## src/rtl/serializer_pkg.sv

```systemverilog
// Shared state encoding and sizing helper for the bit-stream serializer.
package serializer_pkg;

   typedef enum logic {
      ST_IDLE  = 1'b0,
      ST_SHIFT = 1'b1
   } state_t;

   // Bit-counter width for a word of 'width' bits (never below 1).
   function automatic int cnt_w(input int width);
      return (width > 1) ? $clog2(width) : 1;
   endfunction

endpackage

```

## src/rtl/bit_stream_serializer.sv

```systemverilog
// Parallel-to-serial feeder: the first bit is on x the cycle after accept, one bit per clock; load_ready is high only in IDLE,
// or with SERIALIZER_SKID_EN it is high while the one-entry holding register is empty, which makes back-to-back words gapless.
module bit_stream_serializer
   import serializer_pkg::*;
#(
   parameter int WIDTH     = 8,
   parameter int MSB_FIRST = 1
) (
   input  logic             clk,
   input  logic             rst,
   input  logic             load_valid,
   output logic             load_ready,
   input  logic [WIDTH-1:0] load_data,
   output logic             x,
   output logic             x_valid,
   output logic             busy,
   output logic             frame_done
);

   localparam int                CNT_W    = cnt_w(WIDTH);
   localparam logic [CNT_W-1:0] LAST_CNT = CNT_W'(WIDTH - 1);

   state_t             state, state_n;
   logic [CNT_W-1:0]   cnt, cnt_n;
   logic [WIDTH-1:0]   sreg, sreg_n, shifted;
   logic               last, acc;
`ifdef SERIALIZER_SKID_EN
   logic [WIDTH-1:0]   hold, hold_n;
   logic               hold_full, hold_full_n;
`endif

   assign busy       = (state == ST_SHIFT);
   assign x_valid    = busy;
   assign last       = busy && (cnt == LAST_CNT);
   assign frame_done = last;
   assign x          = busy && ((MSB_FIRST != 0) ? sreg[WIDTH-1] : sreg[0]);
   assign shifted    = (MSB_FIRST != 0) ? {sreg[WIDTH-2:0], 1'b0} : {1'b0, sreg[WIDTH-1:1]};

   // Reset blocks acceptance in the same cycle, so rst always wins over load_valid.
`ifdef SERIALIZER_SKID_EN
   assign load_ready = !hold_full && !rst;
`else
   assign load_ready = (state == ST_IDLE) && !rst;
`endif
   assign acc = load_valid && load_ready;

   always_comb begin
      state_n = state;
      cnt_n   = cnt;
      sreg_n  = sreg;
`ifdef SERIALIZER_SKID_EN
      hold_n      = hold;
      hold_full_n = hold_full;
`endif
      case (state)
         ST_IDLE: begin
            if (acc) begin
               state_n = ST_SHIFT;
               cnt_n   = '0;
               sreg_n  = load_data;
            end
         end
         ST_SHIFT: begin
            if (!last) begin
               cnt_n  = cnt + 1'b1;
               sreg_n = shifted;
`ifdef SERIALIZER_SKID_EN
               if (acc) begin
                  hold_n      = load_data;
                  hold_full_n = 1'b1;
               end
`endif
            end else begin
               cnt_n = '0;
`ifdef SERIALIZER_SKID_EN
               // Held word takes priority; a fresh word goes straight to the shifter only if nothing is held.
               if (hold_full) begin
                  sreg_n = hold;
                  if (acc) hold_n = load_data;
                  else     hold_full_n = 1'b0;
               end else if (acc) begin
                  sreg_n = load_data;
               end else begin
                  state_n = ST_IDLE;
                  sreg_n  = '0;
               end
`else
               state_n = ST_IDLE;
               sreg_n  = '0;
`endif
            end
         end
         default: state_n = ST_IDLE;
      endcase
   end

   always_ff @(posedge clk) begin
      if (rst) begin
         state <= ST_IDLE;
         cnt   <= '0;
         sreg  <= '0;
`ifdef SERIALIZER_SKID_EN
         hold      <= '0;
         hold_full <= 1'b0;
`endif
      end else begin
         state <= state_n;
         cnt   <= cnt_n;
         sreg  <= sreg_n;
`ifdef SERIALIZER_SKID_EN
         hold      <= hold_n;
         hold_full <= hold_full_n;
`endif
      end
   end

endmodule

```

## config.mk

```make
export PLATFORM = sky130hd
export DESIGN_NAME = bit_stream_serializer
export DESIGN_NICKNAME = d
export VERILOG_FILES = /design/src/rtl/serializer_pkg.sv /design/src/rtl/bit_stream_serializer.sv
export SDC_FILE = /design/constraint.sdc
export NUM_CORES = 1
export LEC_CHECK = 0
export CAP_MARGIN = 20
export CORE_AREA = 5 5 46 57
export CTS_CLUSTER_DIAMETER = 200
export DETAILED_ROUTE_END_ITERATION = 6
export DIE_AREA = 0 0 51 62
export GPL_ROUTABILITY_DRIVEN = 1
export PLACE_DENSITY = 0.54
export SYNTH_ARGS = -nofsm -noshare
export SYNTH_HDL_FRONTEND = slang
export SYNTH_SLANG_ARGS = --single-unit
```

## constraint.sdc

```tcl
create_clock -name clk -period 2.2 [get_ports clk]
set_input_delay 0.66 -clock clk [delete_from_list [all_inputs] [get_ports clk]]
set_output_delay 0.66 -clock clk [all_outputs]
set_load 0.005 [all_outputs]
```

Yosys cells after proc, flatten, opt, wreduce, memory -nomap -nowiden
Cells that the tools add are included.
{"block": "word_totals", "reg_bits": 12, "latch_bits": 0, "mem_bits_rw": 0, "romBits": 0, "inputBits": 11, "out_inout_bits": 5, "word_cells": 21, "memories": 0}
{"block": "classes", "addsub": 1, "multipliers": 0, "div_mod_pow": 0, "n_lt_le_gt_ge": 0, "eq_ne": 2, "shift": 0, "mux": 9, "bitwise": 1, "n_reduce_logical": 5}
{"operator": "2-to-1 mux 8 bit", "count": 2}
{"operator": "one-hot mux 8 bit (2 select lines)", "count": 1}
{"operator": "2-to-1 mux 3 bit", "count": 2}
{"operator": "one-hot mux 3 bit (2 select lines)", "count": 1}
{"operator": "logical AND 1 bit", "count": 4}
{"operator": "adder 3 x 1 -> 3 bit, second input constant", "count": 1}
{"operator": "equality test 3 bit, second input constant", "count": 1}
{"operator": "2-to-1 mux 1 bit", "count": 2}
{"operator": "inequality test 2 bit, second input constant", "count": 1}
{"operator": "one-hot mux 1 bit (2 select lines)", "count": 1}
{"operator": "logical NOT 1 bit", "count": 1}
{"operator": "inverter 1 bit", "count": 1}

Longest topological paths before layout
Gate-level depths: netlist of the first run.
{"block": "logic_depth", "ltp_word": 5, "ltp_mapped": 4, "mapped_depth_nobuf": 4}

Least setup slack after synthesis of the first run
Ideal clock, no wire load.
{"block": "synth_timing", "path_type": "input-to-output", "startpoint": "input port rst", "endpoint": "output port load_ready", "arrival_time_ps": 1131, "required_ps": 1540, "setup_slack_ps": 409, "stages": 3, "path_buffers": 1, "cell_sequence": "or2_2 -> buf_2 -> inv_1"}
{"block": "synth_between", "elab_chain_cells": 2}
{"element": "start: declaration", "line": "bit_stream_serializer.sv:10", "source": "input logic rst,"}
{"element": "logical NOT 1 bit", "line": "bit_stream_serializer.sv:43", "source": "assign load_ready = (state == ST_IDLE) && !rst;"}
{"element": "logical AND 1 bit", "line": "bit_stream_serializer.sv:43"}
{"element": "end: declaration", "line": "bit_stream_serializer.sv:12", "source": "output logic load_ready,"}
Every way passes these cells.

Final worst setup path of the first run
Ends and elaborated chain as after synthesis.

==> results.ini, run 1 <==
[placed_design]
dpl_cell_area_sq_um=748.2
hpwlAfterDp_um=822.9
dp_cells=87
port_buffers=15
place_congestion=0.6195

[critical_path]
start_kind=primary input
cp_max_fo=2
r2r-end=cnt[0]$_SDFFE_PP0P_
required_ns=1.54
timing.rr.start=cnt[0]$_SDFFE_PP0P_
cp-end-kind=output pin
r2r_cells=5
cp-endpoint=load_ready
crit_arrival_ns=1.38
critPathKind=primary input to output pin
cp-startpoint=rst
r2r_slack_ns=0.72

[detailed_routing]
first_pass_iters=1
ant_nets=0
vias=428
drc=0
viasPerCell=4.756
wl_um=1046
drt_iter0_markers=0
post_drt_wl_per_cell_um=11.62

[clock_tree]
clock-sinks=12
path_clk_slew_ns=0.07
ctsLongestPathBuffers=2
clk_latency_ns=0.26
root_buffer=clkbuf_4
ctsHtreeMaxLevel=1
cts_buffers=3
cts_tree=yes

[layout]
drive_above_1_share_pct=18.57
multi_input_area_sq_um=294.0
final_cells=90
n_antenna_cell=0
fill_cells=203
fin_nets=85
syn2layout_area_growth_pct=35.53
regArea_sq_um=241.5
final_area_sq_um=773.2
finish.utilization_pct=38.58

[synth]
syn_area_sq_um=570.5
synth_top_cell_area_share_pct=42.11
synthCells=51
synth_top_area_cell=dfxtp_1
avgSynthCellArea_sq_um=11.19
synthTopCellsByArea=dfxtp_1, mux2i_1, o2bb2ai_1, or3b_1, ha_1
ys_warn_count=0
ys_seq_area_share_pct=42.11
synth_cell_types=18
synth_fp_nets=64
ys_ff_latch=12

[sta]
min_period_ns=2.041
relSlewSlack_pct=78.96
worst_pin_slew_ns=0.3153
period_share_pct=92.77
max_freq_mhz=490.0
hold_viol=0
report.final.slew_viol_count=0
finalClockSkew_ns=0.005326
rsz0062_at_grt=no
setup-violations-final=0

[floorplanning]
die_width_um=51
ios=16
rows=18
core_area_sq_um=2004
initial_utilization_pct=28.46
design.die.area_sq_um=3162
die-height_um=62

[pwr]
clockPowerShare_pct=29.0
power.total_uw=444.3
combinationalPowerShare_pct=16.6
sw_frac_of_total_pct=22.89
ir_drop_v=0.0003025
seq_power_share_pct=54.4
p_int_uw=342.6
p_leak_uw=0.0003195
power_density_nw_per_um2=574.5
switchingPower_uw=101.7

[global_route]
grt_pass1_wl_um=1697
grt_pass1_vias=392
grtUsageTotal_pct=7.212
grt_max_degree=15
gr-total-overflow=0
antenna_found_initial=0

[outcome]
status=finished clean

[flow_run]
maxCapViolCount=0

[worst_hold_path]
hold_class=flop to flop

==> synthesized netlist by cell type, drive strengths merged <==
| master | count |
|---|---|
| nor2 | 1 |
| a21oi | 4 |
| dfxtp | 12 |
| inv | 1 |
| and2 | 2 |
| mux2i | 8 |
| or2 | 1 |
| ha | 2 |
| nand3b | 2 |
| o2bb2ai | 7 |
| nor3b | 1 |
| or3b | 4 |
| buf | 4 |
| nand2b | 1 |
| or2b | 1 |
==> what timing repair did <==
item                                    CTS  global route
endpoints found under the setup margin    2             1
setup buffers                             0             0
pin swaps                                 0             0
gates resized for setup                   6             1
hold buffers                              0             0
==> stage by stage <==
step                hold slack [ns]  TNS [ns]  setup WS [ns]
floorplan                    0.4317         0         0.4089
global placement             0.4385   -0.4033        -0.4033
detailed placement           0.4458   -0.3988        -0.3988
CTS                          0.4593         0        0.02552
global route                 0.4617         0        0.09497
finish                       0.4570         0         0.1591
==> worst min-delay path by stage <==
stage,start,slack [ns],cells after the start,to
floorplan,sreg[0]$_SDFFE_PP0P_,0.43,1,sreg[1]$_SDFFE_PP0P_
global placement,sreg[4]$_SDFFE_PP0P_,0.44,1,sreg[5]$_SDFFE_PP0P_
detailed placement,sreg[2]$_SDFFE_PP0P_,0.45,1,sreg[3]$_SDFFE_PP0P_
CTS,sreg[6]$_SDFFE_PP0P_,0.46,1,sreg[7]$_SDFFE_PP0P_
global route,sreg[6]$_SDFFE_PP0P_,0.46,1,sreg[7]$_SDFFE_PP0P_
finish,sreg[2]$_SDFFE_PP0P_,0.46,1,sreg[3]$_SDFFE_PP0P_
==> cells in the final DEF, fill, tap and decap left out <==
cell / count
ha_1: 2
buf_4: 5
nand3b_1: 2
clkdlybuf4s15_2: 1
or2b_1: 1
dlygate4sd2_1: 2
inv_1: 1
dfxtp_1: 11
clkbuf_4: 3
dfxtp_2: 1
o2bb2ai_1: 7
clkdlybuf4s50_1: 12
and2_1: 2
nand2b_1: 1
or3b_1: 3
mux2i_1: 8
nor2_1: 1
nor3b_4: 1
a21oi_1: 4
or2_4: 1
or3b_2: 1
==> flip-flops by register name (all words and copies together) (netlist names) <==
| name | count |
|---|---|
| busy | 1 |
| cnt | 3 |
| sreg | 8 |
==> cell families after synthesis <==
group | synth area share [%]
AO/OA/AOI/OAI | 14.25
flip-flops | 42.11
AND/OR/NAND/NOR | 18.42
adder cells (fa/ha/maj) | 4.385
buffers and inverters | 6.797
multiplexers | 14.04
==> cell type report <==
type | instances | area share [%]
clock buffer | 3 | 2.913
inverter | 1 | 0.4854
multi-input combinational | 34 | 38.03
sequential | 12 | 31.23
tap | 20 | 3.236
timing repair buffer | 20 | 24.11
==> metal layers <==
metal	track usage [%]	wire length, um	share of wire [%]
met5	0	0	0
met1	7.860	468	45
met3	2.864	51	4.9
met2	12.34	520	50
met4	3.462	6	0.57
==> power by group through the flow <==
stage                     registers (uW)  clock network (uW)  logic [uW]
final                                242                 129        73.8
after global routing                 244                 144        81.0
after CTS                            241                 136        75.5
after detailed placement             246                   0        75.6
after global placement               246                   0        74.6
after floorplan                      242                   0        43.6
==> critical path, stage by stage <==
cell	delay [ns]
dlygate4sd2_1	0.25
or2_4	0.23
inv_1	0.05
clkdlybuf4s15_2	0.19
Note: power is estimated with default switching activity, not from simulation.
==> inputs of run 2 (changes only) <==
GPL_ROUTABILITY_DRIVEN = 0   (was 1)
HOLD_SLACK_MARGIN = 0.1   (was unset)
==> results of run 2 <==
The final DEF is identical to that of run 1; final timing and power are the same.
==> inputs of run 3 (changes only) <==
CORE_AREA = 2 2 43 54   (was 5 5 46 57)
DIE_AREA = 0 0 45 56   (was 0 0 51 62)
==> run 3 against run 2 <==
  * Sequential power hardly changed
  * Sequential share of layout area is 0.31 points higher
  * Clock power hardly changed
  * Critical endpoint unchanged
  * Highest routed layer unchanged
  * Critical path type unchanged
  * Design area is 0.97% lower
  * First-iteration DRC count is 1 higher
  * Via count is 0.23% higher
==> results.ini, run 3 (synthesis results as in run 1) <==
[global_route]
grt_pass1_wl_um=1821
grt_pass1_vias=416
gr-total-overflow=0
grtUsageTotal_pct=10.16
grt_max_degree=15
antenna_found_initial=0

[outcome]
status=finished clean

[sta]
min_period_ns=2.037
relSlewSlack_pct=77.74
rsz0062_at_grt=no
report.final.slew_viol_count=0
worst_pin_slew_ns=0.3335
max_freq_mhz=490.9
period_share_pct=92.60
finalClockSkew_ns=0.004924
hold_viol=0
setup-violations-final=0

[worst_hold_path]
holdPathStages=1
hold_class=flop to flop
hold_start=sreg[3]$_SDFFE_PP0P_
min_to=sreg[4]$_SDFFE_PP0P_

[pwr]
p_leak_uw=0.0003147
power_density_nw_per_um2=580.1
ir_drop_v=0.0003239
power.total_uw=444.2

[detailed_routing]
vias=429
wl_um=1050
ant_nets=0
post_drt_wl_per_cell_um=11.80
first_pass_iters=2
drc=0
drt_iter0_markers=1
viasPerCell=4.820

[critical_path]
r2r_cells=5
start_kind=primary input
cpMaxStageDelayCell=dlygate4sd2_1
crit_arrival_ns=1.38
cp-end-kind=output pin
r2r-end=cnt[0]$_SDFFE_PP0P_
cp_max_fo=2
critPathKind=primary input to output pin
timing.rr.start=cnt[0]$_SDFFE_PP0P_
cp_slowest_stage_delay_ns=0.24
worstPathCellList=dlygate4sd2_1 -> or2_4 -> inv_1 -> clkdlybuf4s15_2
required_ns=1.54
r2r_slack_ns=0.71

[clock_tree]
cts_buffers=3
ctsHtreeMaxLevel=1
ctsHoldBuffers=0
cts_setup_buffers=0
root_buffer=clkbuf_4
path_clk_slew_ns=0.07
clk_latency_ns=0.26
ctsLongestPathBuffers=2
cts_tree=yes
clock-sinks=12

[floorplanning]
initial_utilization_pct=28.79
ios=16
rows=18
die_width_um=45
die-height_um=56
core_area_sq_um=1982
design.die.area_sq_um=2520

[layout]
syn2layout_area_growth_pct=34.21
n_antenna_cell=0
fill_cells=215
largest_register_ffs=8
drive_above_1_share_pct=17.39
mostFrequentLayoutCell=clkdlybuf4s50_1
fin_nets=84
finish.utilization_pct=38.64
final_cell_mix=clkdlybuf4s50_1, dfxtp_1, mux2i_1
regMostFlops=sreg

[flow_run]
maxCapViolCount=0

[placed_design]
hpwlAfterDp_um=793.1
port_buffers=15

[run 3: cell types whose count changed in the layout (fill, tap and decap cells not counted)]
| cell | delta |
|---|---|
| buf_4 | -1 |
[run 3: timing repair]
action                                  CTS  global route
endpoints found under the setup margin    2             1
hold endpoints to repair                  0             0
gates resized for setup                   6             1
pin swaps                                 0             0
[run 3: worst max-delay path by stage]
stage,endpoint,slack [ns],start,depth (start not counted)
final,load_ready,0.16,rst,4
after global routing,frame_done,0.09,cnt[0]$_SDFFE_PP0P_,4
after CTS,x,0.03,busy$_SDFF_PP0_,2
after detailed placement,load_ready,-0.37,rst,4
after global placement,load_ready,-0.39,rst,4
after floorplan,load_ready,0.41,rst,3
[run 3: stage by stage]
step / setup TNS (ns) / area [sq um] / std cells / setup WS, ns / hold slack (ns)
detailed placement: -0.3711 / 740.7 / 86 / -0.3711 / 0.4418
CTS: 0 / 764.5 / 89 / 0.03045 / 0.4580
global placement: -0.3940 / 740.7 / 86 / -0.3940 / 0.4392
floorplan: 0 / 570.5 / 51 / 0.4089 / 0.4317
global route: 0 / 765.7 / 89 / 0.09457 / 0.4706
finish: 0 / 765.7 / 89 / 0.1627 / 0.4523
[run 3: critical path, delay by kind of cell]
family | cells | cell delay [ns]
AND/OR/NAND/NOR | 1 | 0.23
buffers and inverters | 3 | 0.48
[run 3: layout make-up]
| type | instances | area, sq um | share of cell area [%] |
|---|---|---|---|
| multi-input cells | 34 | 294.0 | 38.40 |
| flip-flops and latches | 12 | 241.5 | 31.54 |
| repair buffers | 19 | 178.9 | 23.37 |
| well taps | 20 | 25.02 | 3.268 |
| clock buffers | 3 | 22.52 | 2.941 |
| inverters | 1 | 3.754 | 0.4902 |
[run 3: where the power goes]
part | internal (uW) | switching [uW] | leakage (uW)
logic | 47.2 | 25.7 | 0.000202
clock network | 63.2 | 66.6 | 0.0000138
registers | 231 | 10.5 | 0.0000987
[run 3: routing by layer]
layer  part of all wire, %  global-route usage [%]
met1                    46                   12.40
met4                   1.5                   5.042
met5                     0                       0
met2                    49                   14.49
met3                   3.6                   4.870
